File: src/rtl/button_event_capture.sv
// Per-channel synchroniser, debouncer and auto-repeat generator feeding a
// single valid/ready event port that snapshots the switch bank with each event.
module button_event_capture #(
    parameter int NUM_BUTTONS     = 5,
    parameter int SW_BITS         = 16,
    parameter int DEBOUNCE_CYCLES = 256,
    parameter int REPEAT_EN       = 1,
    parameter int REPEAT_DELAY    = 25000000,
    parameter int REPEAT_PERIOD   = 5000000
) (
    input  logic                   clk,
    input  logic                   rst,
    input  logic [NUM_BUTTONS-1:0] buttons,
    input  logic [SW_BITS-1:0]     SW,
    output logic                   evt_valid,
    input  logic                   evt_ready,
    output logic [NUM_BUTTONS-1:0] evt_button,
    output logic                   evt_repeat,
    output logic [SW_BITS-1:0]     evt_sw,
    output logic                   overflow
);

    localparam int MAX_AB  = (DEBOUNCE_CYCLES > REPEAT_DELAY) ? DEBOUNCE_CYCLES : REPEAT_DELAY;
    localparam int CNT_MAX = (MAX_AB > REPEAT_PERIOD) ? MAX_AB : REPEAT_PERIOD;
    localparam int CNT_W   = $clog2(CNT_MAX + 1);

    localparam logic [CNT_W-1:0] DB_LAST     = CNT_W'(DEBOUNCE_CYCLES - 1);
    localparam logic [CNT_W-1:0] DELAY_LAST  = CNT_W'(REPEAT_DELAY - 1);
    localparam logic [CNT_W-1:0] PERIOD_LAST = CNT_W'(REPEAT_PERIOD - 1);

    typedef enum logic [2:0] {
        IDLE,
        PRESS_DB,
        HELD,
        REPEAT,
        REL_DB
    } chan_state_t;

    (* ASYNC_REG = "TRUE" *) logic [NUM_BUTTONS-1:0] sync_meta;
    (* ASYNC_REG = "TRUE" *) logic [NUM_BUTTONS-1:0] sync_s;

    logic [NUM_BUTTONS-1:0] strobe;
    logic [NUM_BUTTONS-1:0] strobe_rep;
    logic [NUM_BUTTONS-1:0] pend;
    logic [NUM_BUTTONS-1:0] pend_rep;
    logic [NUM_BUTTONS-1:0] sel;
    logic [NUM_BUTTONS-1:0] clear;
    logic                   load;

    always_ff @(posedge clk) begin
        if (rst) begin
            sync_meta <= '0;
            sync_s    <= '0;
        end else begin
            sync_meta <= buttons;
            sync_s    <= sync_meta;
        end
    end

    for (genvar i = 0; i < NUM_BUTTONS; i++) begin : g_chan
        chan_state_t      state;
        chan_state_t      state_next;
        logic [CNT_W-1:0] cnt;
        logic [CNT_W-1:0] cnt_next;
        logic             chan_strobe;
        logic             chan_rep;

        always_ff @(posedge clk) begin
            if (rst) begin
                state <= IDLE;
                cnt   <= '0;
            end else begin
                state <= state_next;
                cnt   <= cnt_next;
            end
        end

        // A release always restarts its own debounce; a bounce back to 1
        // during release debounce resumes holding without a new press event.
        always_comb begin
            state_next  = state;
            cnt_next    = cnt;
            chan_strobe = 1'b0;
            chan_rep    = 1'b0;
            unique case (state)
                IDLE: begin
                    if (sync_s[i]) begin
                        state_next = PRESS_DB;
                        cnt_next   = '0;
                    end
                end
                PRESS_DB: begin
                    if (!sync_s[i]) begin
                        state_next = IDLE;
                    end else if (cnt == DB_LAST) begin
                        state_next  = HELD;
                        cnt_next    = '0;
                        chan_strobe = 1'b1;
                    end else begin
                        cnt_next = cnt + CNT_W'(1);
                    end
                end
                HELD: begin
                    if (!sync_s[i]) begin
                        state_next = REL_DB;
                        cnt_next   = '0;
                    end else if (REPEAT_EN != 0 && cnt == DELAY_LAST) begin
                        state_next  = REPEAT;
                        cnt_next    = '0;
                        chan_strobe = 1'b1;
                        chan_rep    = 1'b1;
                    end else begin
                        cnt_next = cnt + CNT_W'(1);
                    end
                end
                REPEAT: begin
                    if (!sync_s[i]) begin
                        state_next = REL_DB;
                        cnt_next   = '0;
                    end else if (cnt == PERIOD_LAST) begin
                        cnt_next    = '0;
                        chan_strobe = 1'b1;
                        chan_rep    = 1'b1;
                    end else begin
                        cnt_next = cnt + CNT_W'(1);
                    end
                end
                REL_DB: begin
                    if (sync_s[i]) begin
                        state_next = HELD;
                        cnt_next   = '0;
                    end else if (cnt == DB_LAST) begin
                        state_next = IDLE;
                    end else begin
                        cnt_next = cnt + CNT_W'(1);
                    end
                end
                default: begin
                    state_next = IDLE;
                    cnt_next   = '0;
                end
            endcase
        end

        assign strobe[i]     = chan_strobe;
        assign strobe_rep[i] = chan_rep;
    end

    // Lowest set bit of pend wins the output register.
    always_comb begin
        load  = !evt_valid || evt_ready;
        sel   = pend & (~pend + NUM_BUTTONS'(1));
        clear = load ? sel : '0;
    end

    // A strobe landing on a pend bit that is not being drained this cycle is lost.
    always_ff @(posedge clk) begin
        if (rst) begin
            pend     <= '0;
            pend_rep <= '0;
            overflow <= 1'b0;
        end else begin
            for (int i = 0; i < NUM_BUTTONS; i++) begin
                if (strobe[i]) begin
                    if (pend[i] && !clear[i]) begin
                        overflow <= 1'b1;
                    end else begin
                        pend[i]     <= 1'b1;
                        pend_rep[i] <= strobe_rep[i];
                    end
                end else if (clear[i]) begin
                    pend[i] <= 1'b0;
                end
            end
        end
    end

    always_ff @(posedge clk) begin
        if (rst) begin
            evt_valid  <= 1'b0;
            evt_button <= '0;
            evt_repeat <= 1'b0;
            evt_sw     <= '0;
        end else if (load) begin
            if (|pend) begin
                evt_valid  <= 1'b1;
                evt_button <= sel;
                evt_repeat <= |(sel & pend_rep);
                evt_sw     <= SW;
            end else begin
                evt_valid <= 1'b0;
            end
        end
    end

endmodule

File: config.mk
export PLATFORM = sky130hd
export DESIGN_NAME = button_event_capture
export DESIGN_NICKNAME = d
export VERILOG_FILES = /design/src/rtl/button_event_capture.sv
export SDC_FILE = /design/constraint.sdc
export NUM_CORES = 1
export LEC_CHECK = 0
export ABC_CLOCK_PERIOD_IN_PS = 4550
export CAP_MARGIN = 20
export CORE_ASPECT_RATIO = 0.7
export CORE_MARGIN = 2
export CORE_UTILIZATION = 30
export CTS_BUF_LIST = sky130_fd_sc_hd__clkbuf_8
export CTS_CLUSTER_DIAMETER = 80
export DETAILED_ROUTE_END_ITERATION = 6
export MAX_ROUTING_LAYER = met4
export PLACE_DENSITY = 0.58
export SYNTH_ARGS = -nofsm -noshare
export SYNTH_HDL_FRONTEND = slang
export SYNTH_SLANG_ARGS = --single-unit
File: constraint.sdc
create_clock -name clk -period 4.55 [get_ports clk]
set_input_delay 0.91 -clock clk [delete_from_list [all_inputs] [get_ports clk]]
set_output_delay 0.91 -clock clk [all_outputs]
set_load 0.005 [all_outputs]
==> summary.md <==
| Metric | Value |
|---|---|
| Fin. max-slew vios | `0` |
| WP data required | `4870 ps` |
| Status | `finished clean` |
| Die H | `152 um` |
| Slew of the pin with the lowest slew margin | `1070 ps` |
| CTS Buffer Depth | `2` |
| Avg Cell Area, Syn | `8.06 um2` |
| Async set or reset register ratio after synthesis | `0` |
| CP max-delay cell | `o31ai_4` |
| Crit-path max FO | `25` |
| Final ANT Viol Nets | `0` |
| DRC viols | `0` |
| Most numerous cell in the Yosys netlist | `dfxtp_1` |
| Multi-input gate area | `5380 um2` |
| Place WS | `between 1000 and 1500 ps` |
| CP Capture Type | `flop` |
| CP peak stage delay | `860 ps` |
| Post-synth top area share | `0.393` |
| Syn Nets | `between 1000 and 1500` |
| Most frequent cells after synthesis | `dfxtp_1, nor2_1, nand2_1, xnor2_1, a21oi_1` |
| Synth Cell Area | `9370 um2` |
| Global route overflow | `0` |
| Avg WL per Cell | `13.6 um` |
| Tot Pwr | `2840 uW` |
| CTS resizes | `0` |
| Vias/cell | `5.07` |
| Router iterations before antenna repair | `7` |
| Fin util | `0.344` |
| Ranking of synthesized cells by area | `dfxtp_1, xnor2_1, nor2_1` |
| Final setup violating endpoints | `0` |
| Pwr Density | `267 nW/um2` |
| LEAKAGE | `0.00327 uW` |
| Fin Setup TNS | `0 ps` |
| Area of the die | `32700 um2` |
| Max Cap Viol | `0` |
| Worst vdd ir | `0.169 mV` |
| Antenna diode count | `0` |
| Worst-Skew Late Latency | `between 400 and 500 ps` |
| Vias in the first global route | `7135` |
| Min-Delay Path Class | `reg -> reg` |
| Final Hold Viols | `0` |
| Share of post-route cells with drive strength above 1 | `0.0589` |
| Family with the most delay on the worst path | `compound AO/OA/AOI/OAI gates` |
| CTS Sinks | `184` |
| H-tree Lvls | `4` |
| Cell Chain, Critical Path | `ha_1 -> or4bb_1 -> or4_1 -> o21ai_0 -> a2bb2oi_1 -> o31ai_4 -> nor2_1` |
| Post-synthesis register bit count | `184` |
| FF/Latch Area | `3680 um2` |
| Drt initial violations | `550` |
| Num CTS Buffers | `17` |
| FP Rows | `54` |
| Fin crit share | `0.669` |
| Min Tclk post-route | `3050 ps` |
| Placed cell areas | `10200 um2` |
| Hold Buf Count CTS | `0` |
| Library cells used by synthesis | `66` |
| Core Area | `30900 um2` |
| Seq/Total Area, Yosys | `0.393` |
| Cell taking the most area after synthesis | `dfxtp_1` |
| Largest net degree at the start of global routing | `52` |
| GRT Util Overall | `0.138` |
| Vias | `8244` |
| Synth Warn # | `0` |
| Placer congestion estimate | `0.862` |
| Fillers | `about 3300` |
| Arrival time worst endpoint | `3360 ps` |
| EDFF count, synth | `0` |
| Input/output buffers | `47` |
| Synth Instances | `between 1000 and 1500` |
| Post-DP HPWL | `15.7 mm` |
| Setup CP Type | `reg -> reg` |
| Setup bufs post-CTS | `0` |
| Clk slew on worst S/H paths | `100 ps` |
| First-pass GRT wire length | `36.9 mm` |
| Die Width | `215 um` |
| Clock root buffer master | `clkbuf_8` |
| P&R area growth vs syn | `13.6%` |
| CTS tree | `built` |
| Worst Setup Start Kind | `flop` |
| Finished layout cell area | `roughly 11000 um2` |
| Initial core utilization | `0.303` |
| RSZ-0062 raised after global routing | `no` |
| Max Fclk | `328 MHz` |
| Rel. slew slack | `0.281` |
| Worst Skew | `15.1 ps` |
| Drt total wl | `22.1 mm` |
| Post-synth top flop | `dfxtp_1` |
| Initial antenna violation count | `0` |
| Layout Nets | `roughly 1200` |
| Setup ws final | `1500 ps` |
| CP Buf/Inv Count | `0` |
| IO Pins | `48` |
==> layout make-up <==
| class | count | share of cell area |
|---|---|---|
| repair buffers | 59 | 0.0529 |
| well taps | 420 | 0.0494 |
| inverters | 26 | 0.00917 |
| clock inverters | 14 | 0.0141 |
| clock buffers | 18 | 0.0233 |
| flip-flops and latches | 184 | 0.346 |
| multi-input cells | 904 | 0.505 |
==> where the power goes <==
| group | internal (uW) | switching, uW |
|---|---|---|
| clock network | 506 | 616 |
| registers | 1620 | 10.5 |
| logic | 36.3 | 56.7 |
| total | 2160 | 683 |
==> cell families after synthesis <==
kind of cell | after synthesis | share of synthesized area
compound gates | 206 | 0.148
xor+xnor | 105 | 0.0982
fa+ha+maj | 5 | 0.00668
buf+inv | 75 | 0.0327
flops | 184 | 0.393
simple gates | 588 | 0.321
==> metal layers <==
layer / share of wire / track usage / up-vias
met5: 0 / - / -
met4: 0.0060 / 0.0276 / 0
met3: 0.047 / 0.0324 / 10
met2: 0.39 / 0.177 / 173
met1: 0.56 / 0.215 / 3862
li1: - / - / 4199
==> flip-flops by register name, summed over array words and instances (netlist names), 5 cells and up <==
signal	cells
evt_button	5
evt_sw	16
g_chan.cnt	125
g_chan.state	15
pend	5
pend_rep	5
sync_meta	5
sync_s	5
==> worst reg2reg max path, stage by stage, from the launching register on <==
cell       delay, ps
dfxtp_1          430
ha_1             230
or4bb_1          380
or4_1            530
o21ai_0          180
a2bb2oi_1        170
o31ai_4          860
nor2_1           130
==> cell usage in the layout (no fill, tap or decap), types with 5 or more instances in the layout <==
master | netlist | layout
nor3b_1 | 10 | 10
nor3_1 | 29 | 29
clkdlybuf4s50_1 | 0 | 46
and4_1 | 13 | 13
or3_1 | 15 | 15
nor2b_1 | 23 | 23
xor2_1 | 23 | 23
or4_1 | 14 | 14
and2_1 | 16 | 16
nand4_1 | 37 | 37
nand3b_1 | 8 | 8
o21ai_0 | 27 | 26
a2111oi_0 | 10 | 10
inv_1 | 26 | 26
a21oi_1 | 81 | 81
o31ai_1 | 8 | 8
nor2_1 | 161 | 161
nand3_1 | 49 | 49
or2_2 | 10 | 10
and3_1 | 18 | 18
nand2_1 | 126 | 126
dfxtp_1 | 184 | 184
xnor2_1 | 82 | 82
buf_4 | 0 | 11
nor4_1 | 30 | 30
clkbuf_8 | 0 | 18
nand2b_1 | 9 | 9
a31oi_1 | 8 | 8
a211oi_1 | 21 | 21
ha_1 | 5 | 5
==> path summary, 6_finish.rpt <==
kind         slack, ps  depth (start not counted)                end              from
max reg2reg       1500                          7  g_chan[2].cnt[23]  g_chan[2].cnt[0]
max               1500                          7  g_chan[2].cnt[23]  g_chan[2].cnt[0]
min                450                          1          sync_s[4]      sync_meta[4]
min reg2reg        450                          1          sync_s[4]      sync_meta[4]
==> metrics by stage <==
stage	hold WS (ps)	cells
after global placement	423	1590
after detailed placement	428	1591
after floorplan	414	1163
after CTS	458	1623
after global routing	463	1625
final	446	1625
Note: power is estimated with default switching activity, not from simulation.
